[config.mk]
export PLATFORM = sky130hd
export DESIGN_NAME = da_bitplane_gen
export DESIGN_NICKNAME = d
export VERILOG_FILES = /design/src/rtl/da_pkg.sv /design/src/rtl/da_shift_bank.sv /design/src/rtl/da_bitplane_gen.sv
export SDC_FILE = /design/constraint.sdc
export NUM_CORES = 1
export LEC_CHECK = 0
export CAP_MARGIN = 20
export CORE_ASPECT_RATIO = 2
export CORE_MARGIN = 4
export CORE_UTILIZATION = 45
export CTS_CLUSTER_SIZE = 28
export DETAILED_ROUTE_END_ITERATION = 10
export PLACE_DENSITY = 0.84
export SLEW_MARGIN = 40
export SYNTH_ARGS = -nofsm -noshare
export SYNTH_HDL_FRONTEND = slang
export SYNTH_SLANG_ARGS = --single-unit
[constraint.sdc]
create_clock -name clk -period 5.2 [get_ports clk]
set_input_delay 0.52 -clock clk [delete_from_list [all_inputs] [get_ports clk]]
set_output_delay 0.52 -clock clk [all_outputs]
set_load 0.005 [all_outputs]
[src/rtl/da_pkg.sv]
// ---------------------------------------------------------------------------
// da_pkg
// Shared types, default sizing and the offset-binary address helper for the
// DA bit-plane address generator.
//
// Contents:
//   DA_K, DA_DATA_WIDTH_X, DA_DATA_WIDTH_B  default vector/operand sizing
//   PLANE_W                                 width of the plane index counter
//   da_gen_state_t                          generator FSM states
//   obc_addr()                              one plane's K bits -> K-1 bit OBC address
// ---------------------------------------------------------------------------
package da_pkg;

   localparam int DA_K            = 8;
   localparam int DA_DATA_WIDTH_X = 8;
   localparam int DA_DATA_WIDTH_B = 8;
   localparam int PLANE_W         = $clog2(DA_DATA_WIDTH_X);

   typedef enum logic {
      IDLE  = 1'b0,
      SHIFT = 1'b1
   } da_gen_state_t;

   // Offset-binary coding folds the LUT in half: every element is XORed
   // against element 0, and element 0 itself becomes the sign of the lookup.
   function automatic logic [DA_K-2:0] obc_addr(input logic [DA_K-1:0] bits);
      logic [DA_K-2:0] addr;
      addr = '0;
      for (int k = 1; k < DA_K; k++) begin
         addr[k-1] = bits[k] ^ bits[0];
      end
      return addr;
   endfunction

endpackage

[src/rtl/da_shift_bank.sv]
// ---------------------------------------------------------------------------
// da_shift_bank
// K parallel right-shift registers holding the latched activations. Bit 0 of
// every lane forms the current bit plane.
//
// Ports:
//   clk           rising-edge clock
//   rst           asynchronous active-high reset (clears every lane)
//   load_i        capture data_i into all lanes (wins over shift_en_i)
//   shift_en_i    shift every lane right by one, zero fill
//   data_i[K]     activation vector to capture
//   plane_bits_o  bit 0 of every lane, lane k on bit k
// ---------------------------------------------------------------------------
module da_shift_bank #(
   parameter int K            = 8,
   parameter int DATA_WIDTH_X = 8
) (
   input  logic                           clk,
   input  logic                           rst,
   input  logic                           load_i,
   input  logic                           shift_en_i,
   input  logic signed [DATA_WIDTH_X-1:0] data_i [K],
   output logic        [K-1:0]            plane_bits_o
);

   genvar k;
   generate
      for (k = 0; k < K; k++) begin : g_lane
         logic [DATA_WIDTH_X-1:0] sreg_q;

         // One lane: a new vector overwrites the lane, otherwise each emitted
         // plane pushes the next higher bit down into position 0.
         always_ff @(posedge clk or posedge rst) begin
            if (rst) begin
               sreg_q <= '0;
            end else if (load_i) begin
               sreg_q <= data_i[k];
            end else if (shift_en_i) begin
               sreg_q <= {1'b0, sreg_q[DATA_WIDTH_X-1:1]};
            end
         end

         assign plane_bits_o[k] = sreg_q[0];
      end
   endgenerate

endmodule

[src/rtl/da_bitplane_gen.sv]
// ---------------------------------------------------------------------------
// da_bitplane_gen
// Bit-plane address transmitter for the DA LUT. Accepts a vector of K signed
// activations, then emits one offset-binary address plane per cycle, LSB
// plane first, alongside the coefficient registers the LUT is built from.
//
// Ports:
//   clk, rst        clock, asynchronous active-high reset
//   in_valid        activation vector offered on x_in
//   in_ready        vector can be accepted this cycle
//   x_in[K]         activation vector (two's complement)
//   b_load, b_in[K] coefficient load request and coefficient vector
//   B_temp[K]       registered coefficients feeding the LUT
//   addr_array      OBC address of the current plane (K-1 bits)
//   addr_sign       bit of x_0 in the current plane; LUT output is negated
//   gen_done        one strobe per emitted plane
//   plane_idx       bit index j of the current plane
//   plane_msb       current plane is the sign plane (subtract weight)
//   update_pulse    one-cycle pulse the cycle after a vector is accepted
//   out_stall       freezes emission while downstream is not ready
//   busy            generator is emitting a vector
// ---------------------------------------------------------------------------
module da_bitplane_gen
   import da_pkg::*;
#(
   parameter int K            = DA_K,
   parameter int DATA_WIDTH_X = DA_DATA_WIDTH_X,
   parameter int DATA_WIDTH_B = DA_DATA_WIDTH_B
) (
   input  logic                                clk,
   input  logic                                rst,
   input  logic                                in_valid,
   output logic                                in_ready,
   input  logic signed [DATA_WIDTH_X-1:0]      x_in [K],
   input  logic                                b_load,
   input  logic signed [DATA_WIDTH_B-1:0]      b_in [K],
   output logic signed [DATA_WIDTH_B-1:0]      B_temp [K],
   output logic        [K-2:0]                 addr_array,
   output logic                                addr_sign,
   output logic                                gen_done,
   output logic        [$clog2(DATA_WIDTH_X)-1:0] plane_idx,
   output logic                                plane_msb,
   output logic                                update_pulse,
   input  logic                                out_stall,
   output logic                                busy
);

   localparam int              PW         = $clog2(DATA_WIDTH_X);
   localparam logic [PW-1:0]   LAST_PLANE = PW'(DATA_WIDTH_X - 1);

   da_gen_state_t                  state_q, state_d;
   logic [PW-1:0]                  plane_q, plane_d;
   logic                           updPulse_q;
   logic signed [DATA_WIDTH_B-1:0] coef_q [K];

   logic                           lastPlane;
   logic                           accept;
   logic                           shiftBank;
   logic [K-1:0]                   planeBits;
   logic [K-2:0]                   addrComb;

   // Handshake: always ready when idle, and also on the final plane of a
   // vector so a waiting vector follows with no bubble. A stalled final
   // plane has not been emitted yet, so it cannot hand over.
   always_comb begin
      lastPlane = (state_q == SHIFT) && (plane_q == LAST_PLANE);
      in_ready  = (state_q == IDLE) || (lastPlane && !out_stall);
      accept    = in_valid && in_ready;
      gen_done  = (state_q == SHIFT) && !out_stall;
      shiftBank = gen_done && !accept;
   end

   da_shift_bank #(
      .K            (K),
      .DATA_WIDTH_X (DATA_WIDTH_X)
   ) u_shiftBank (
      .clk          (clk),
      .rst          (rst),
      .load_i       (accept),
      .shift_en_i   (shiftBank),
      .data_i       (x_in),
      .plane_bits_o (planeBits)
   );

   // The package helper is sized for the default K; other sizes build the
   // same XOR-against-lane-0 address with a local loop.
   generate
      if (K == DA_K) begin : g_pkgAddr
         assign addrComb = obc_addr(planeBits);
      end else begin : g_localAddr
         genvar k;
         for (k = 1; k < K; k++) begin : g_bit
            assign addrComb[k-1] = planeBits[k] ^ planeBits[0];
         end
      end
   endgenerate

   // Next-state logic: planes advance only on unstalled cycles; after the
   // last plane either the next vector starts at plane 0 or we go idle.
   always_comb begin
      state_d = state_q;
      plane_d = plane_q;
      unique case (state_q)
         IDLE: begin
            if (accept) begin
               state_d = SHIFT;
               plane_d = '0;
            end
         end
         SHIFT: begin
            if (!out_stall) begin
               if (plane_q == LAST_PLANE) begin
                  state_d = accept ? SHIFT : IDLE;
                  plane_d = '0;
               end else begin
                  plane_d = plane_q + 1'b1;
               end
            end
         end
         default: begin
            state_d = IDLE;
            plane_d = '0;
         end
      endcase
   end

   // FSM, plane counter and acceptance pulse registers.
   always_ff @(posedge clk or posedge rst) begin
      if (rst) begin
         state_q    <= IDLE;
         plane_q    <= '0;
         updPulse_q <= 1'b0;
      end else begin
         state_q    <= state_d;
         plane_q    <= plane_d;
         updPulse_q <= accept;
      end
   end

   // Coefficients may only change between vectors, so the LUT contents are
   // constant across every plane of the vector being emitted.
   always_ff @(posedge clk or posedge rst) begin
      if (rst) begin
         coef_q <= '{default: '0};
      end else if (b_load && ((state_q == IDLE) || accept)) begin
         coef_q <= b_in;
      end
   end

   // Plane outputs come straight from the shift bank and counter; both hold
   // while stalled, so these stay stable whenever gen_done is low.
   always_comb begin
      addr_array   = addrComb;
      addr_sign    = planeBits[0];
      plane_idx    = plane_q;
      plane_msb    = lastPlane;
      update_pulse = updPulse_q;
      busy         = (state_q != IDLE);
      B_temp       = coef_q;
   end

endmodule

==> key figures <==
Synthesis
  – Yosys reg bits: 133
  – Mapped Cells: 509
  – YS warnings: 0
  – Syn Nets: 644
  – Post-Syn Area: 0.00607 sq mm
  – Post-synthesis sequential area ratio: 0.548
  – Synth Area per Inst: 11.9 sq um
  – Post-synth cell types: 27

Status
  – Status: completed

Clock network
  – Clk pin slew, worst setup/hold paths: 0.06 ns
  – Clock sink count: 133
  – Post-CTS Setup Inserts: 0
  – Hold buffers post-CTS: 0
  – Root buffer cell: clkbuf_16
  – Clock tree buffer depth: 2
  – H-tree depth: 4
  – Worst-Skew Late Latency: 0.40 ns
  – CTS tree: built
  – Post-cts sizing count: 0
  – CTS buffer count: 17

Placed design
  – Placed insts: 827
  – GP Congestion: 0.778
  – Detailed Place HPWL: 11,600 microns
  – IO buf count: 212

Floorplanning
  – Core area: 0.0131 sq mm
  – Initial core utilization: 0.462
  – Full die area: 0.0155 sq mm
  – Cell row count: 59
  – Die Height: 172 microns
  – I/O pin count: 213
  – Die W: 90.1 microns

Timing
  – WHS: 0.484 ns
  – Final Hold Fails: 0
  – Period utilization: 0.546
  – Unrepaired setup endpoints after global routing: false
  – Slew Viols, Final: 0
  – Worst Max-Slew Pin Slew: 0.805 ns
  – Clk_skew: 0.0105 ns
  – Final worst path period need: 2.84 ns
  – Final setup fails: 0
  – Max Freq: 0.352 GHz
  – Setup TNS: 0 ns
  – Max_slew headroom: 0.463

Critical path
  – R2r setup slk: 2.51 ns
  – Crit path launch type: primary input
  – Reg2reg start: busy
  – Critical path arrival: 3.10 ns
  – Crit. End Element: flip-flop
  – Register-to-Register Path Depth: 6
  – CP max FO: 57
  – R2r endpoint: u_shiftBank.g_lane[3].sreg_q[2]
  – Critical path type: in2reg
  – Critical Path RT: 5.46 ns

Routing
  – Top Layer Used: met4
  – Via-to-Cell Ratio: 5.65
  – Routed wire length on met3: 921 microns
  – Routed vias: 4,850
  – Wirelength per Cell: 19.3 microns
  – Post-route DRC: 0
  – Initial DRC Count: 203
  – WL met2: 8910 microns
  – Final WL: 16,600 microns
  – Router iterations before antenna repair: 4
  – Post-route antenna net violation count: 0
  – Wl on met1: 6280 microns

Power and ir drop
  – Pwr Density: 500 mW/mm^2
  – Cell leakage power: 3.60 nW
  – Max IR drop VDD: 0.000276 V

Layout
  – Ratio of cells with drive above 1 in the final layout: 0.120
  – Antenna diodes: 0
  – Non-Filler Instances: 858
  – Synth-to-layout area growth: 44.8%
  – Final #Nets: 829
  – Post-Route Utilization: 0.669

Flow run
  – # Max-Cap Violations: 0

Global routing
  – Largest net degree at the start of global routing: 90
  – Total Routing Usage GR: 0.214
  – First-pass GRT wire length: 26,500 microns
  – Initial antenna violation count: 0
  – Vias in the first global route: 5,103
  – Grt ovf: 0

Min path
  – HP Class: reg2reg
  – End of the worst hold path: B_temp[5]
  – Hold Path Stages: 1
  – Hold Startpoint: B_temp[5]
==> kinds of logic after synthesis <==
family,count (synthesis),synth area share
xor+xnor,7,0.0101
compound gates,127,0.184
buf+inv,113,0.0816
mux,64,0.119
flops,133,0.548
simple gates,63,0.0530
fa+ha+maj,2,0.00412
==> placed cells by master, fill, tap and decap left out, types with 2 or more instances in the layout <==
| cell type | instances |
|---|---|
| clkdlybuf4s50_1 | 211 |
| xor2_1 | 7 |
| dfrtp_1 | 133 |
| clkbuf_16 | 17 |
| o311ai_1 | 45 |
| bufinv_16 | 3 |
| clkinvlp_4 | 2 |
| o311ai_2 | 11 |
| clkinv_2 | 6 |
| nand3_1 | 56 |
| mux2_1 | 38 |
| mux2_2 | 26 |
| clkinv_4 | 2 |
| o211ai_1 | 56 |
| buf_4 | 7 |
| inv_1 | 57 |
| nor2_1 | 2 |
| a22o_1 | 10 |
| ha_1 | 2 |
==> synthesized netlist by cell type, drive strengths merged <==
library cell	n	area (sq um)
nand3	56	280
a21oi	1	8.76
and2b	1	7.51
nand3b	1	7.51
xor2	7	61.3
dfrtp	133	3330
buf	23	156
o21ai	1	5.00
o211ai	56	420
a22o	10	87.6
o21a	1	7.51
nor2	2	7.51
o311ai	56	573
mux2	64	721
o22a	1	8.76
a21boi	1	7.51
clkbuf	30	114
nand2b	3	18.8
ha	2	25.0
inv	60	225
==> layer usage <==
layer,track usage,up-vias
met3,0.0501,32
met2,0.393,200
li1,-,2253
met4,0.0814,0
met1,0.239,2365
met5,0,-
==> flip-flops by register name (all words and copies together), names as in the netlist <==
signal                     cells
B_temp                        64
busy                           1
plane_idx                      3
u_shiftBank.g_lane.sreg_q     64
update_pulse                   1
==> power breakdown <==
part           internal (W)  switching (W)
clock network      0.000748       0.000439
registers           0.00147       0.000240
logic              0.000941       0.000564
total               0.00315        0.00124
==> through the flow <==
| stage | area, sq um | total power, W | worst slack, ns |
|---|---|---|---|
| floorplan | 6070 | 0.00235 | 1.13 |
| global placement | 8190 | 0.00315 | 2.11 |
| detailed placement | 8200 | 0.00326 | 1.95 |
| CTS | 8790 | 0.00445 | 2.38 |
| global route | 8790 | 0.00465 | 2.14 |
| finish | 8790 | 0.00440 | 2.36 |
==> cell type report <==
class	count	area (sq um)
Timing Repair Buffer	219	2170
Multi-Input combinational cell	263	2280
Inverter	60	235
Clock buffer	17	425
Sequential cell	133	3330
Fill cell	992	4350
Tap cell	152	190
Clock inverter	14	161
==> critical path, cell delays in order <==
cell             delay [ns]
clkdlybuf4s50_1        0.49
nand2b_2               0.12
buf_4                  0.49
inv_2                  0.16
a21oi_4                0.53
buf_4                  0.58
o311ai_1               0.16
==> worst max path at each step <==
stage              start                              end  slack (ns)  cells after the start
3_5_place_dp   out_stall  u_shiftBank.g_lane[7].sreg_q[1]        1.95                      7
6_report       out_stall  u_shiftBank.g_lane[3].sreg_q[2]        2.36                      7
3_3_place_gp   out_stall  u_shiftBank.g_lane[0].sreg_q[4]        2.11                      7
4_1_cts        out_stall  u_shiftBank.g_lane[3].sreg_q[1]        2.38                      7
2_1_floorplan        rst                        B_temp[0]        1.13                      1
5_1_grt        out_stall  u_shiftBank.g_lane[3].sreg_q[1]        2.14                      7
(Power assumes the default switching activity.)
